### src/rtl/dcache_write_buffer.sv
// In-order write buffer between the data cache write-back port and the bridge data_wr port.
// Drains one entry per REQ/GAP/IDLE round and offers a line-address conflict check to the cache.
module dcache_write_buffer #(
  parameter int unsigned DEPTH = 2
) (
  input  logic                     clk,
  input  logic                     resetn,
  input  logic                     wr_req,
  input  logic [2:0]               wr_type,
  input  logic [31:0]              wr_addr,
  input  logic [3:0]               wr_wstrb,
  input  logic [127:0]             wr_data,
  output logic                     wr_rdy,
  input  logic [31:0]              chk_addr,
  output logic                     chk_hit,
  output logic                     out_wr_req,
  output logic [2:0]               out_wr_type,
  output logic [31:0]              out_wr_addr,
  output logic [3:0]               out_wstrb,
  output logic [127:0]             out_wdata,
  input  logic                     out_wr_rdy,
  output logic                     empty,
  output logic [$clog2(DEPTH):0]   count
);

  localparam int unsigned AW = $clog2(DEPTH);
  localparam int unsigned PW = AW + 1;

  typedef struct packed {
    logic [2:0]   wtype;
    logic [31:0]  addr;
    logic [3:0]   wstrb;
    logic [127:0] data;
  } entry_t;

  typedef enum logic [1:0] {
    IDLE = 2'd0,
    REQ  = 2'd1,
    GAP  = 2'd2
  } state_e;

  state_e        state_q, state_d;
  logic [PW-1:0] head_q, head_d;
  logic [PW-1:0] tail_q, tail_d;
  entry_t        mem_q [DEPTH];
  entry_t        mem_d [DEPTH];

  logic   full;
  logic   push;
  logic   pop;
  entry_t head_e;
  logic   unused_chk_offset;

  // Occupancy flags depend on the pointers only
  assign full   = (tail_q[AW] != head_q[AW]) && (tail_q[AW-1:0] == head_q[AW-1:0]);
  assign empty  = (tail_q == head_q);
  assign count  = tail_q - head_q;
  assign wr_rdy = !full;

  assign push = wr_req && wr_rdy;
  assign pop  = (state_q == REQ) && out_wr_rdy;

  // Head entry is always presented; the bridge only looks while out_wr_req is high
  assign head_e      = mem_q[head_q[AW-1:0]];
  assign out_wr_type = head_e.wtype;
  assign out_wr_addr = head_e.addr;
  assign out_wstrb   = head_e.wstrb;
  assign out_wdata   = head_e.data;

  assign unused_chk_offset = ^chk_addr[3:0];

  always_comb begin
    head_d = head_q;
    tail_d = tail_q;
    mem_d  = mem_q;
    if (push) begin
      mem_d[tail_q[AW-1:0]] = '{wtype: wr_type, addr: wr_addr, wstrb: wr_wstrb, data: wr_data};
      tail_d                = tail_q + PW'(1);
    end
    if (pop) begin
      head_d = head_q + PW'(1);
    end
  end

  // Drain FSM: GAP gives the bridge one cycle to drop its registered rdy
  always_comb begin
    state_d    = state_q;
    out_wr_req = 1'b0;
    unique case (state_q)
      IDLE: begin
        if (count != '0) state_d = REQ;
      end
      REQ: begin
        out_wr_req = 1'b1;
        if (out_wr_rdy) state_d = GAP;
      end
      GAP: begin
        state_d = IDLE;
      end
      default: begin
        state_d = IDLE;
      end
    endcase
  end

  // Line match over entries still held; a same-cycle push or a popped entry is not visible
  always_comb begin
    logic [AW-1:0] idx;
    chk_hit = 1'b0;
    idx     = '0;
    for (int unsigned i = 0; i < DEPTH; i++) begin
      idx = head_q[AW-1:0] + AW'(i);
      if ((PW'(i) < count) && (mem_q[idx].addr[31:4] == chk_addr[31:4])) begin
        chk_hit = 1'b1;
      end
    end
  end

  always_ff @(posedge clk or negedge resetn) begin
    if (!resetn) begin
      state_q <= IDLE;
      head_q  <= '0;
      tail_q  <= '0;
      for (int unsigned i = 0; i < DEPTH; i++) begin
        mem_q[i] <= '0;
      end
    end else begin
      state_q <= state_d;
      head_q  <= head_d;
      tail_q  <= tail_d;
      mem_q   <= mem_d;
    end
  end

endmodule
### config.mk
export PLATFORM = sky130hd
export DESIGN_NAME = dcache_write_buffer
export DESIGN_NICKNAME = d
export VERILOG_FILES = /design/src/rtl/dcache_write_buffer.sv
export SDC_FILE = /design/constraint.sdc
export NUM_CORES = 1
export LEC_CHECK = 0
export ABC_AREA = 1
export BUFFER_PORTS_ARGS = -buffer_cell sky130_fd_sc_hd__buf_2
export CAP_MARGIN = 20
export CORE_AREA = 2 2 196 178
export DETAILED_ROUTE_END_ITERATION = 10
export DIE_AREA = 0 0 198 180
export GPL_ROUTABILITY_DRIVEN = 0
export PLACE_DENSITY = 0.74
export SYNTH_ARGS = -nofsm -noshare
export SYNTH_HDL_FRONTEND = slang
export SYNTH_SLANG_ARGS = --single-unit
### constraint.sdc
create_clock -name clk -period 4.6 [get_ports clk]
set_input_delay 0.23 -clock clk [delete_from_list [all_inputs] [get_ports clk]]
set_output_delay 0.23 -clock clk [all_outputs]
set_load 0.01 [all_outputs]
# == Word level (Yosys, flattened, before mapping) ==
# Cells that the tools add are included.
# classes
addsub,4
n_mul,0
div_mod_pow,0
order_cmp,6
n_eq_ne,8
n_shift,0
n_mux,15
bitwise,3
n_reduce_logical,10
# ops
op,count
$mux 167,4
$mux 164,3
$bwmux 334,1
$demux 167 s1,1
$eq 28x28->1,2
$ge 2x2->1 const B,3
$logic_and 1x1->1,6
$not 1->2,3
$add 2x1->2 const B,2
$lt 1x2->1 const A,2
$mux 2,2
$ne 2x2->1 const B,2
$pmux 2 s2,1
$mux 1,3
$eq 2x1->1 const B,1
$eq 2x2->1,1
$logic_not 2->1,1
$lt 2x1->1 const B,1
$reduce_and 2->1,1
$reduce_bool 2->1,1
$sub 2x2->2,1
$add 1x1->1 const B,1
$eq 1x1->1,1
$logic_not 1->1,1
$ne 1x1->1,1
# word_totals
reg_bits,340
latchBits,0
ram_bits,0
rom_bits,0
inputBits,203
output_inout_bits,173
word_cells,57
mem_count,0

# == Depth between registers and ports, before layout ==
# Gate-level depths: netlist (run 1).
# depth
ltp_word,8
depth_mapped,13
mapped_depth_nobuf,12

# == Least setup slack after synthesis (run 1) ==
# Ideal clock, no wire load.
# synth_timing
kind,register to register
start,register tail_q[0]
end,register mem_q[257] in the netlist's numbering
setup_ns,0.131
t_arrival_ns,1.590
t_required_ns,4.469
slack_ns,2.880
stages_incl_launch_ff,10
path_buffers,3
synth_period_minus_slack_ns,1.720
path_cell_list,dfrtp_1 > inv_1 > ha_1 > nand2_4 > nand3_2 > buf_4 > buf_6 > buf_2 > nand2_1 > o21ai_0
# synth_via
word_cells_on_any_way,11
classes_between,order compare: 2; eq/ne: 1; mux: 3; bitwise: 1; reduce/logical: 4
# synth_rtl
item,line_no,source
"start, declared",44,"logic [PW-1:0] tail_q, tail_d;"
"start signal, assigned",130,tail_q <= tail_d;
$eq 1x1->1,55,assign full = (tail_q[AW] != head_q[AW]) && (tail_q[AW-1:0] == head_q[AW-1:0]);
$logic_and 1x1->1,55,
$logic_not 1->1,58,assign wr_rdy = !full;
named net wr_rdy,13,"output logic wr_rdy,"
$logic_and 1x1->1,60,assign push = wr_req && wr_rdy;
"end signal, assigned",131,mem_q <= mem_d;
"end, declared",45,entry_t mem_q [DEPTH];
# The timed path passes the listed nets, and every way through them passes these cells.
# A chain may end at the register's enable or synchronous reset.

# == Final worst setup path (run 1) ==
# layout_timing
start,register head_q[0]
end,output port chk_hit
# layout_via
elab_chain_cells,8
word_cells_on_any_way,18
classes_between,add/sub: 2; order compare: 2; eq/ne: 2; mux: 8; bitwise: 2; reduce/logical: 2
# layout_rtl
item,line_no,source
"start, declared",43,"logic [PW-1:0] head_q, head_d;"
"start signal, assigned",122,head_q <= '0;
"start signal, assigned",129,head_q <= head_d;
$add 1x1->1 or $not 1->2 (tied branches),"112, 113",
$not 1->2 (not written as such) or $mux 167 (tied branches),113,if ((PW'(i) < count) && (mem_q[idx].addr[31:4] == chk_addr[31:4])) begin
$mux 164 (not written as such) or $mux 167 (tied branches) (2 in series),113,
$mux 164 (not written as such) or $eq 28x28->1 (tied branches),113,
$eq 28x28->1 or $logic_and 1x1->1 (tied branches),113,
$logic_and 1x1->1 or $mux 1 (tied branches),113,
$mux 1 (*),113,
"end, declared",15,"output logic chk_hit,"
# Mark *: on every way between the ends. The rest lies on a longest branch, timed or not. The select of a mux whose other input is x is not followed.

==> results of run 1 <==
-- metal layers --
layer	vias to the layer above	wire length (microns)	GRT usage
met4	0	1370	0.0803
met5	-	0	0
li1	7663	-	-
met2	536	21900	0.440
met1	7270	18300	0.316
met3	92	4130	0.0707
-- cell type report --
cell class	instances	area, sq um	area share
clock buffer	61	1100	0.0515
sequential	340	8510	0.399
inverter	225	862	0.0404
tap	462	578	0.0271
clock inverter	8	140	0.00657
antenna	3	7.51	0.000352
multi-input combinational	1502	6430	0.301
timing repair buffer	552	3720	0.174
-- worst paths after layout --
| path | slack, ns | cells past startpoint | start | end |
|---|---|---|---|---|
| max | 0.83 | 13 | head_q[0]$_DFFE_PN0P_ | chk_hit |
| min | 0.05 | 3 | wr_data[13] | mem_q[180]$_DFFE_PN0P_ |
| max reg2reg | 1.72 | 9 | tail_q[0]$_DFFE_PN0P_ | mem_q[36]$_DFFE_PN0P_ |
| min reg2reg | 0.48 | 2 | mem_q[58]$_DFFE_PN0P_ | mem_q[58]$_DFFE_PN0P_ |
| max in group asynchronous | 3.04 | 3 | resetn | mem_q[12]$_DFFE_PN0P_ |
| min in group asynchronous | 0.27 | 2 | resetn | mem_q[34]$_DFFE_PN0P_ |
-- sequential cells by signal, indices dropped and copies added, names as in the netlist --
| register | flops |
|---|---|
| head_q | 2 |
| mem_q | 334 |
| state_q | 2 |
| tail_q | 2 |
-- tightest hold or removal path, cell delays in order --
cell and delay [ns]:
buf_2 0.10, inv_1 0.07, o21ai_0 0.10
-- metrics by stage --
step / cell area, sq um / hold slack [ns] / std cells
after floorplan: 16600 / -0.0656 / 2183
after detailed placement: 18400 / 0.290 / 2912
after CTS: 21300 / 0.0278 / 3149
after global placement: 18400 / 0.274 / 2912
final: 21300 / 0.0477 / 3153
after global routing: 21300 / 0.0628 / 3151
-- power groups by stage --
stage | Sequential [mW] | Combinational (mW) | Clock [mW]
floorplan | 5.05 | 4.99 | 0
global route | 5.40 | 8.10 | 3.20
detailed placement | 5.25 | 6.98 | 0
global placement | 5.17 | 6.80 | 0
finish | 5.24 | 7.17 | 2.99
CTS | 5.22 | 7.14 | 3.07
-- logic make-up after synthesis --
logic type | after synthesis
compound gates | 339
buf+inv | 341
simple gates | 1160
xor+xnor | 2
flops | 340
fa+ha+maj | 1
-- timing repair --
| item | 4_1_cts | 5_1_grt |
|---|---|---|
| buffers inserted | 0 | 0 |
| hold buffers | 168 | 0 |
| endpoints found under the hold margin | 384 | 0 |
-- placed cells by master (no fill, tap or decap), types with 2 or more instances in the layout --
cell type      synthesis  layout
nand2_4                2       2
buf_12                 0       4
nor2_1                36      36
o21ai_1               84      84
buf_4                  5       8
clkbuf_16              0      39
clkbuf_8               0       4
o21ai_2               58      58
nand2_1             1057    1057
dlygate4sd3_1          0     168
clkbuf_1              23      18
clkinv_8               0       3
xor2_1                 2       2
inv_1                223     223
buf_2                 39     370
dfrtp_1              340     339
clkinv_2               0       2
diode_2                0       3
a21oi_1               13      13
bufinv_16              0       3
o21ai_0              183     183
nand3_1               62      62
==> results.py, run 1 <==
metrics = {
    "outcome": {
        "outcome": "finished clean",
    },
    "floorplan": {
        "io-pin-count": 376,
        "dieArea_sq_um": 35600,
        "rows": 64,
        "core_sq_um": 33700,
        "initial_core_util": 0.493,
        "dieWidth_microns": 198,
        "die_h_microns": 180,
    },
    "worst_hold_path": {
        "hold_path_class": "primary input to flip-flop",
    },
    "placement": {
        "dp_hpwl_mm": 28.8,
        "pre_cts_ws_ns": 1.56,
        "numPortBuffers": 371,
    },
    "cts": {
        "clockRootBuffer": "clkbuf_16",
        "htree_levels": 2,
        "clk_pin_slew_ns": 0.05,
        "cts_tree": "built",
        "clock_path_buffers": 3,
        "cts_resized": 0,
        "cts_buffers": 38,
        "clock_latency_ns": 0.52,
        "cts.sinks": 340,
    },
    "routing": {
        "drc": 0,
        "wirelength_mm": 45.7,
        "vias_per_cell": 4.94,
        "num_vias": 15561,
        "drt-initial-drc-count": 1234,
        "wl_per_cell_microns": 14.5,
        "drt_pass1_iterations": 5,
        "antenna_left": 0,
    },
    "synth": {
        "synth.mux.area_fraction": 0,
        "synth_fa_ha_area_frac": 0.000753,
        "synthArstFlopShare": 1.00,
        "yosys_warnings": 0,
        "synth-compound-area-share": 0.115,
        "synthTopCellsByArea": "dfrtp_1 51%, nand2_1 24%, o21ai_0 5.5%",
        "synth_edf_count": 0,
        "syn-num-nets": 2387,
        "synth_xor_area_frac": 0.00105,
        "yosys.area_share.simple": 0.269,
        "synth_top_family_by_area": "simple AND/OR/NAND/NOR gates",
        "syn_inst": 2183,
        "synth_area_sq_um": 16600,
        "yosys.area.top_type": "dfrtp_1",
        "seq_area_frac_synth": 0.512,
        "synth_ff_type": "dfrtp_1",
        "ys_ff_latch": 340,
        "avgSynthCellArea_sq_um": 7.61,
        "synth_commonest_cells": "1057 x nand2_1, 340 x dfrtp_1, 223 x inv_1",
        "yosysMostFrequentCell": "nand2_1",
        "yosys.area.top_type_share": 0.512,
        "ys_types": 23,
    },
    "timing": {
        "finClkSkew_ns": 0.0236,
        "grt_setup_unrepaired": "false",
        "max_freq_mhz": 265,
        "period_share": 0.819,
        "hold_viol": 0,
        "period_needed_ns": 3.77,
        "slew_headroom": 0.235,
        "tightest_slew_ns": 1.15,
        "post-route-worst-setup-slack_ns": 0.834,
        "timing.setup.tns_ns": 0,
        "drv_slew": 0,
        "finalSetupViolCount": 0,
    },
    "setup_path": {
        "worstPathArrival_ns": 3.54,
        "cp_max_fo": 202,
        "end_kind": "output port",
        "crit_slowest_cell": "inv_6",
        "path_delay_family": "buffers and inverters",
        "path_cells": "buf_12 -> inv_6 -> nand2_1 -> nand2_1 -> nand2_1 -> nand2_1 -> nand2_1 -> nor2_1 -> nand2_1 -> nor2_1 -> nand2_1 -> nand2_1 -> buf_2",
        "cp.required_ns": 4.37,
        "worst-path-buf-inv": 3,
        "path_class": "flip-flop to output port",
        "cpPeakStageDelay_ns": 0.85,
        "crit_top_cell": "nand2_1",
        "cp-start-kind": "flip-flop",
    },
    "grt": {
        "grt_pass1_vias": 15317,
        "antenna_found_initial": 2,
        "grt_max_degree": 203,
        "grt_pass1_wl_mm": 74.4,
        "gr-total-overflow": 0,
        "grt_usage": 0.257,
    },
    "layout": {
        "area.growth.synth_to_final_pct": 28.5,
        "drive_gt1_frac": 0.186,
        "postLayoutCoreUtil": 0.633,
        "nets": 2863,
        "n_fill_cell": 2841,
    },
    "power_and_ir_drop": {
        "power.share.switching": 0.432,
        "total_power_mw": 15.4,
        "power.internal_mw": 8.75,
        "p_sw_mw": 6.65,
        "pwr-share-clk": 0.194,
        "power_density_nw_per_um2": 722,
        "p_comb_frac": 0.466,
        "pwr-share-seq": 0.340,
        "p_leak_nw": 12.0,
        "ir_drop_mv": 0.551,
    },
    "job": {
        "max_cap_viol_count": 0,
    },
}
Note: power is estimated with default switching activity, not from simulation.
==> inputs of run 2 (changes only) <==
--- a/config.mk
+++ b/config.mk
@@ -8,11 +8,11 @@
 export ABC_AREA = 1
 export BUFFER_PORTS_ARGS = -buffer_cell sky130_fd_sc_hd__buf_2
 export CAP_MARGIN = 20
-export CORE_AREA = 2 2 196 178
+export CORE_AREA = 2 2 198 180
 export DETAILED_ROUTE_END_ITERATION = 10
-export DIE_AREA = 0 0 198 180
+export DIE_AREA = 0 0 200 182
 export GPL_ROUTABILITY_DRIVEN = 0
-export PLACE_DENSITY = 0.74
+export PLACE_DENSITY = 0.76
 export SYNTH_ARGS = -nofsm -noshare
 export SYNTH_HDL_FRONTEND = slang
 export SYNTH_SLANG_ARGS = --single-unit
==> constraint.sdc (replaced) <==
create_clock -name clk -period 3.1 [get_ports clk]
set_input_delay 0.155 -clock clk [delete_from_list [all_inputs] [get_ports clk]]
set_output_delay 0.155 -clock clk [all_outputs]
set_load 0.01 [all_outputs]
==> run 2 against run 1 <==
Total power is 51% higher; final area grew 1.0%; clock-buffer cell count fell by 5; critical path type unchanged; critical path depth down 1; critical endpoint unchanged; sequential share of layout area down 0.41 points; final cell count up 0.63%; combinational power grew 53%; via count rose by 3.4%; core utilization shrank 0.91 points; sequential power is 49% higher.
==> results.py, run 2 (synthesized netlist as in run 1, its figures left out) <==
metrics = {
    "setup_path": {
        "cp.required_ns": 2.94,
        "r2r-end": "mem_q[51]$_DFFE_PN0P_",
        "r2r_slack_ns": 0.45,
        "rr_startpoint": "tail_q[0]$_DFFE_PN0P_",
        "cp_max_fo": 65,
        "cpPeakStageDelay_ns": 0.55,
        "startpoint": "head_q[0]$_DFFE_PN0P_",
        "end_kind": "output port",
        "path_delay_family": "simple AND/OR/NAND/NOR gates",
        "timing.critical_path.to": "chk_hit",
        "cp-start-kind": "flip-flop",
        "path_cells": "inv_6 -> nand2_1 -> nand2_1 -> nand2_1 -> nand2_1 -> nand2_1 -> nor2_1 -> nand2_1 -> nor2_1 -> nand2_1 -> nand2_1 -> buf_2",
        "reg2reg_depth": 9,
        "crit_top_cell": "nand2_1",
        "crit_slowest_cell": "dfrtp_4",
        "worst-path-stages": 12,
        "worst-path-buf-inv": 2,
        "worstPathArrival_ns": 2.57,
        "path_class": "flip-flop to output port",
    },
    "routing": {
        "drt-initial-drc-count": 1102,
        "drc": 0,
        "vias_per_cell": 5.07,
        "wl_per_cell_microns": 15.4,
        "num_vias": 16085,
        "antenna_left": 0,
        "drt_pass1_iterations": 5,
        "wirelength_mm": 48.8,
    },
    "grt": {
        "gr-total-overflow": 0,
        "grt_max_degree": 202,
        "grt_pass1_vias": 15964,
        "grt_pass1_wl_mm": 77.2,
        "antenna_found_initial": 3,
        "grt_usage": 0.264,
    },
    "placement": {
        "dp_hpwl_mm": 29.3,
        "placed_area_sq_um": 18600,
        "dp_cells": 2931,
        "numPortBuffers": 371,
    },
    "timing": {
        "hold_viol": 0,
        "tightest_slew_ns": 0.691,
        "slew_headroom": 0.540,
        "max_freq_mhz": 367,
        "period_share": 0.879,
        "grt_setup_unrepaired": "false",
        "timing.setup.tns_ns": 0,
        "finClkSkew_ns": 0.0294,
        "drv_slew": 0,
        "period_needed_ns": 2.73,
        "finalSetupViolCount": 0,
    },
    "power_and_ir_drop": {
        "ir_drop_mv": 0.681,
        "power_density_nw_per_um2": 1080,
        "power.internal_mw": 13.1,
        "p_comb_frac": 0.472,
        "power.share.switching": 0.438,
        "p_leak_nw": 12.1,
        "p_sw_mw": 10.2,
        "pwr-share-clk": 0.193,
        "pwr-share-seq": 0.336,
    },
    "cts": {
        "cts.sinks": 340,
        "cts_buffers": 38,
        "clk_pin_slew_ns": 0.06,
        "clock_path_buffers": 3,
        "htree_levels": 2,
        "cts_tree": "built",
        "clock_latency_ns": 0.54,
        "clockRootBuffer": "clkbuf_16",
    },
    "layout": {
        "largest_reg_flops": 334,
        "top_register": "mem_q",
        "multi_input_area_sq_um": 6430,
        "final_common_cell": "nand2_1",
        "fin_area_sq_um": 21600,
        "mostFrequentLayoutCells": "1057 x nand2_1, 370 x buf_2, 339 x dfrtp_1, 223 x inv_1, 183 x o21ai_0",
        "seqCellArea_sq_um": 8510,
        "n_fill_cell": 2764,
        "drive_gt1_frac": 0.192,
        "nets": 2877,
        "final_cell_count_no_fill": 3173,
        "area.growth.synth_to_final_pct": 29.8,
    },
    "floorplan": {
        "dieArea_sq_um": 36400,
        "initial_core_util": 0.480,
        "core_sq_um": 34600,
        "io-pin-count": 376,
        "die_h_microns": 182,
        "dieWidth_microns": 200,
        "rows": 65,
    },
    "outcome": {
        "outcome": "finished clean",
    },
    "job": {
        "max_cap_viol_count": 0,
    },
    "worst_hold_path": {
        "hold_path_class": "primary input to async pin",
    },
}
[run 2: changes by cell type in the layout (fill, tap and decap cells not counted), sizes merged, moves of 2 or more]
cell / change
dlygate4sd3: +2
clkbuf: -4
diode: +3
buf: +11
inv: +2
[run 2: power groups by stage]
| stage | clock [mW] | sequential [mW] | combinational, mW |
|---|---|---|---|
| finish | 4.49 | 7.83 | 11.0 |
| global route | 4.75 | 8.06 | 12.3 |
| CTS | 4.56 | 7.75 | 10.7 |
| detailed placement | 0 | 7.79 | 10.5 |
| global placement | 0 | 7.68 | 10.2 |
| floorplan | 0 | 7.50 | 7.41 |
[run 2: worst register-to-register path: cells and delay by family (launching register included)]
kind                       cells  cell delay, ns
buffers and inverters          3            1.07
and+or+nand+nor                4            0.67
DFF                            1            0.37
adders and majority gates      1            0.34
AOI/OAI and AO/OA              1            0.08
[run 2: how the worst min path moves through the flow]
stage,from,to,slack [ns],depth (start not counted)
finish,resetn,mem_q[202]$_DFFE_PN0P_,0.17,2
CTS,resetn,mem_q[37]$_DFFE_PN0P_,0.20,2
global placement,resetn,mem_q[37]$_DFFE_PN0P_,0.17,1
detailed placement,resetn,mem_q[37]$_DFFE_PN0P_,0.18,1
global route,resetn,mem_q[202]$_DFFE_PN0P_,0.23,2
floorplan,resetn,head_q[0]$_DFFE_PN0P_,-0.14,0
[run 2: what timing repair did]
item	CTS	global route
endpoints found under the setup margin	0	1
endpoints found under the hold margin	409	0
resized for setup	0	1
setup buffers	0	0
hold buffers	170	0
[run 2: layer usage]
metal / global-route usage / share of wire / vias to the layer above
met5: 0 / 0 / -
met4: 0.118 / 0.040 / 0
met3: 0.0758 / 0.087 / 150
met2: 0.442 / 0.48 / 677
met1: 0.315 / 0.39 / 7563
li1: - / - / 7695
[run 2: final cells by class]
cell class                 count  share of cell area
tap                          469              0.0272
sequential                   340               0.395
multi-input combinational   1502               0.298
clock inverter                 9             0.00580
antenna                        6            0.000696
inverter                     225              0.0400
timing repair buffer         566               0.182
clock buffer                  56              0.0519
[run 2: stage by stage]
stage / total power, mW / worst slack [ns] / hold slack (ns) / utilization
floorplan: 14.9 / 1.38 / -0.141 / -
global placement: 17.9 / 0.508 / 0.171 / 0.537
detailed placement: 18.3 / 0.439 / 0.183 / 0.537
CTS: 23.1 / 0.117 / 0.199 / 0.623
global route: 25.1 / 0.148 / 0.226 / 0.624
finish: 23.3 / 0.375 / 0.166 / 0.624
==> inputs of run 3 (changes only) <==
--- a/config.mk
+++ b/config.mk
@@ -12,7 +12,7 @@
 export DETAILED_ROUTE_END_ITERATION = 10
 export DIE_AREA = 0 0 200 182
 export GPL_ROUTABILITY_DRIVEN = 0
-export PLACE_DENSITY = 0.76
+export PLACE_DENSITY_LB_ADDON = 0.1
 export SYNTH_ARGS = -nofsm -noshare
 export SYNTH_HDL_FRONTEND = slang
 export SYNTH_SLANG_ARGS = --single-unit
==> run 3 against run 2 <==
Sequential share of layout area about the same; setup slack lost 0.13 ns; flip-flop and latch count unchanged; die area unchanged; final area decreased by 0.12%; clock skew decreased by 0.012 ns; non-clock buffer count increased by 1; first-iteration DRC count decreased by 28%; critical path depth unchanged; clock power barely moved; wire length decreased by 8.7%.
==> results.py, run 3 (synthesized netlist as in run 1, its figures left out) <==
metrics = {
    "layout": {
        "mostFrequentLayoutCells": "1057 x nand2_1, 370 x buf_2, 339 x dfrtp_1, 223 x inv_1, 183 x o21ai_0",
        "area.growth.synth_to_final_pct": 29.7,
        "postLayoutCoreUtil": 0.623,
        "final_common_cell": "nand2_1",
        "largest_reg_flops": 334,
        "final_cell_count_no_fill": 3177,
        "n_fill_cell": 3106,
        "nets": 2878,
        "drive_gt1_frac": 0.192,
        "top_register": "mem_q",
    },
    "timing": {
        "holdWs_ns": 0.201,
        "timing.setup.tns_ns": 0,
        "drv_slew": 0,
        "period_share": 0.921,
        "period_needed_ns": 2.86,
        "slew_headroom": 0.493,
        "hold_viol": 0,
        "finalSetupViolCount": 0,
        "grt_setup_unrepaired": "false",
        "max_freq_mhz": 350,
        "finClkSkew_ns": 0.0176,
        "tightest_slew_ns": 0.761,
    },
    "setup_path": {
        "crit_top_cell": "nand2_1",
        "end_kind": "output port",
        "cp.required_ns": 2.94,
        "path_class": "flip-flop to output port",
        "cpPeakStageDelay_ns": 0.58,
        "crit_slowest_cell": "dfrtp_4",
        "cp-start-kind": "flip-flop",
        "worstPathArrival_ns": 2.70,
        "cp_max_fo": 72,
        "path_cells": "inv_6 -> nand2_1 -> nand2_1 -> nand2_1 -> nand2_1 -> nand2_1 -> nor2_1 -> nand2_1 -> nor2_1 -> nand2_1 -> nand2_1 -> buf_2",
    },
    "floorplan": {
        "rows": 65,
        "io-pin-count": 376,
        "dieArea_sq_um": 36400,
        "core_sq_um": 34600,
        "dieWidth_microns": 200,
        "die_h_microns": 182,
        "initial_core_util": 0.480,
    },
    "routing": {
        "wirelength_mm": 44.6,
        "drc": 0,
        "antenna_left": 0,
        "drt-initial-drc-count": 793,
        "wl_per_cell_microns": 14.0,
        "num_vias": 15090,
        "vias_per_cell": 4.75,
        "drt_pass1_iterations": 6,
    },
    "power_and_ir_drop": {
        "p_leak_nw": 12.1,
        "power_density_nw_per_um2": 1060,
        "ir_drop_mv": 0.652,
    },
    "placement": {
        "dp_hpwl_mm": 29.0,
        "dp_cells": 2933,
        "numPortBuffers": 371,
    },
    "grt": {
        "antenna_found_initial": 6,
        "grt_usage": 0.246,
        "grt_pass1_vias": 14821,
        "grt_max_degree": 95,
        "grt_pass1_wl_mm": 72.2,
        "gr-total-overflow": 0,
    },
    "cts": {
        "htree_levels": 2,
        "clock_latency_ns": 0.54,
        "cts_buffers": 38,
        "cts.sinks": 340,
        "clockRootBuffer": "clkbuf_16",
        "clock_path_buffers": 3,
        "post_cts_buffers": 0,
        "clk_pin_slew_ns": 0.05,
        "cts_tree": "built",
    },
    "job": {
        "max_cap_viol_count": 0,
    },
    "worst_hold_path": {
        "hold_path_class": "primary input to async pin",
    },
    "outcome": {
        "outcome": "finished clean",
    },
}
[run 3: cell count changes in the layout (fill, tap and decap cells not counted)]
cell / change
clkbuf_1: +3
clkbuf_8: -3
buf_4: +2
buf_16: -1
buf_6: +1
clkinv_2: +1
clkinv_4: +1
clkinv_8: -1
clkinvlp_4: +1
[run 3: final cells by class]
class                      instances  area [sq um]  share of cell area
timing repair buffer             567          3890               0.181
sequential                       340          8510               0.395
antenna                            6          15.0            0.000697
multi-input combinational       1502          6430               0.298
clock inverter                    11           130             0.00604
clock buffer                      57          1110              0.0517
inverter                         225           862              0.0400
tap                              469           587              0.0272
[run 3: metal layers]
| layer | wire length [microns] | track usage | vias up |
|---|---|---|---|
| met5 | 0 | 0 | - |
| met1 | 19300 | 0.319 | 6916 |
| met3 | 3040 | 0.0607 | 81 |
| met2 | 20800 | 0.402 | 401 |
| met4 | 1330 | 0.0883 | 0 |
| li1 | - | - | 7692 |
[run 3: worst max-delay path: cells and delay by family (launching register included)]
family	cells	cell delay, ns
buf+inv	2	0.59
flops	1	0.58
simple gates	10	0.95
[run 3: power by group]
| part | internal, mW | leakage [nW] | switching (mW) | total [mW] |
|---|---|---|---|---|
| combinational | 3.79 | 7.29 | 6.78 | 10.6 |
| clock | 2.67 | 0.610 | 1.82 | 4.48 |
| sequential | 6.59 | 4.20 | 1.16 | 7.75 |
[run 3: worst paths after layout]
| kind | start | to | slack (ns) | cells after the start |
|---|---|---|---|---|
| max reg2reg | head_q[0]$_DFFE_PN0P_ | mem_q[73]$_DFFE_PN0P_ | 0.72 | 8 |
| max | head_q[0]$_DFFE_PN0P_ | chk_hit | 0.24 | 12 |
| min in group clk | wr_addr[11] | mem_q[143]$_DFFE_PN0P_ | 0.40 | 4 |
| min | resetn | mem_q[153]$_DFFE_PN0P_ | 0.20 | 2 |
| max in group asynchronous | resetn | mem_q[83]$_DFFE_PN0P_ | 2.02 | 3 |
| min reg2reg | tail_q[0]$_DFFE_PN0P_ | tail_q[0]$_DFFE_PN0P_ | 0.48 | 2 |
[run 3: per-stage QoR]
stage / worst slack, ns / power, mW / cell area, sq um
after floorplan: 1.38 / 14.9 / 16600
after global placement: 0.733 / 18.0 / 18600
after detailed placement: 0.697 / 18.2 / 18600
after CTS: 0.152 / 23.0 / 21500
after global routing: 0.0170 / 24.8 / 21500
final: 0.244 / 22.8 / 21500
[run 3: what timing repair did]
action | in CTS | in global routing
endpoints found under the setup margin | 0 | 1
hold buffers | 170 | 0
gates resized for setup | 0 | 1
hold endpoints to repair | 404 | 0
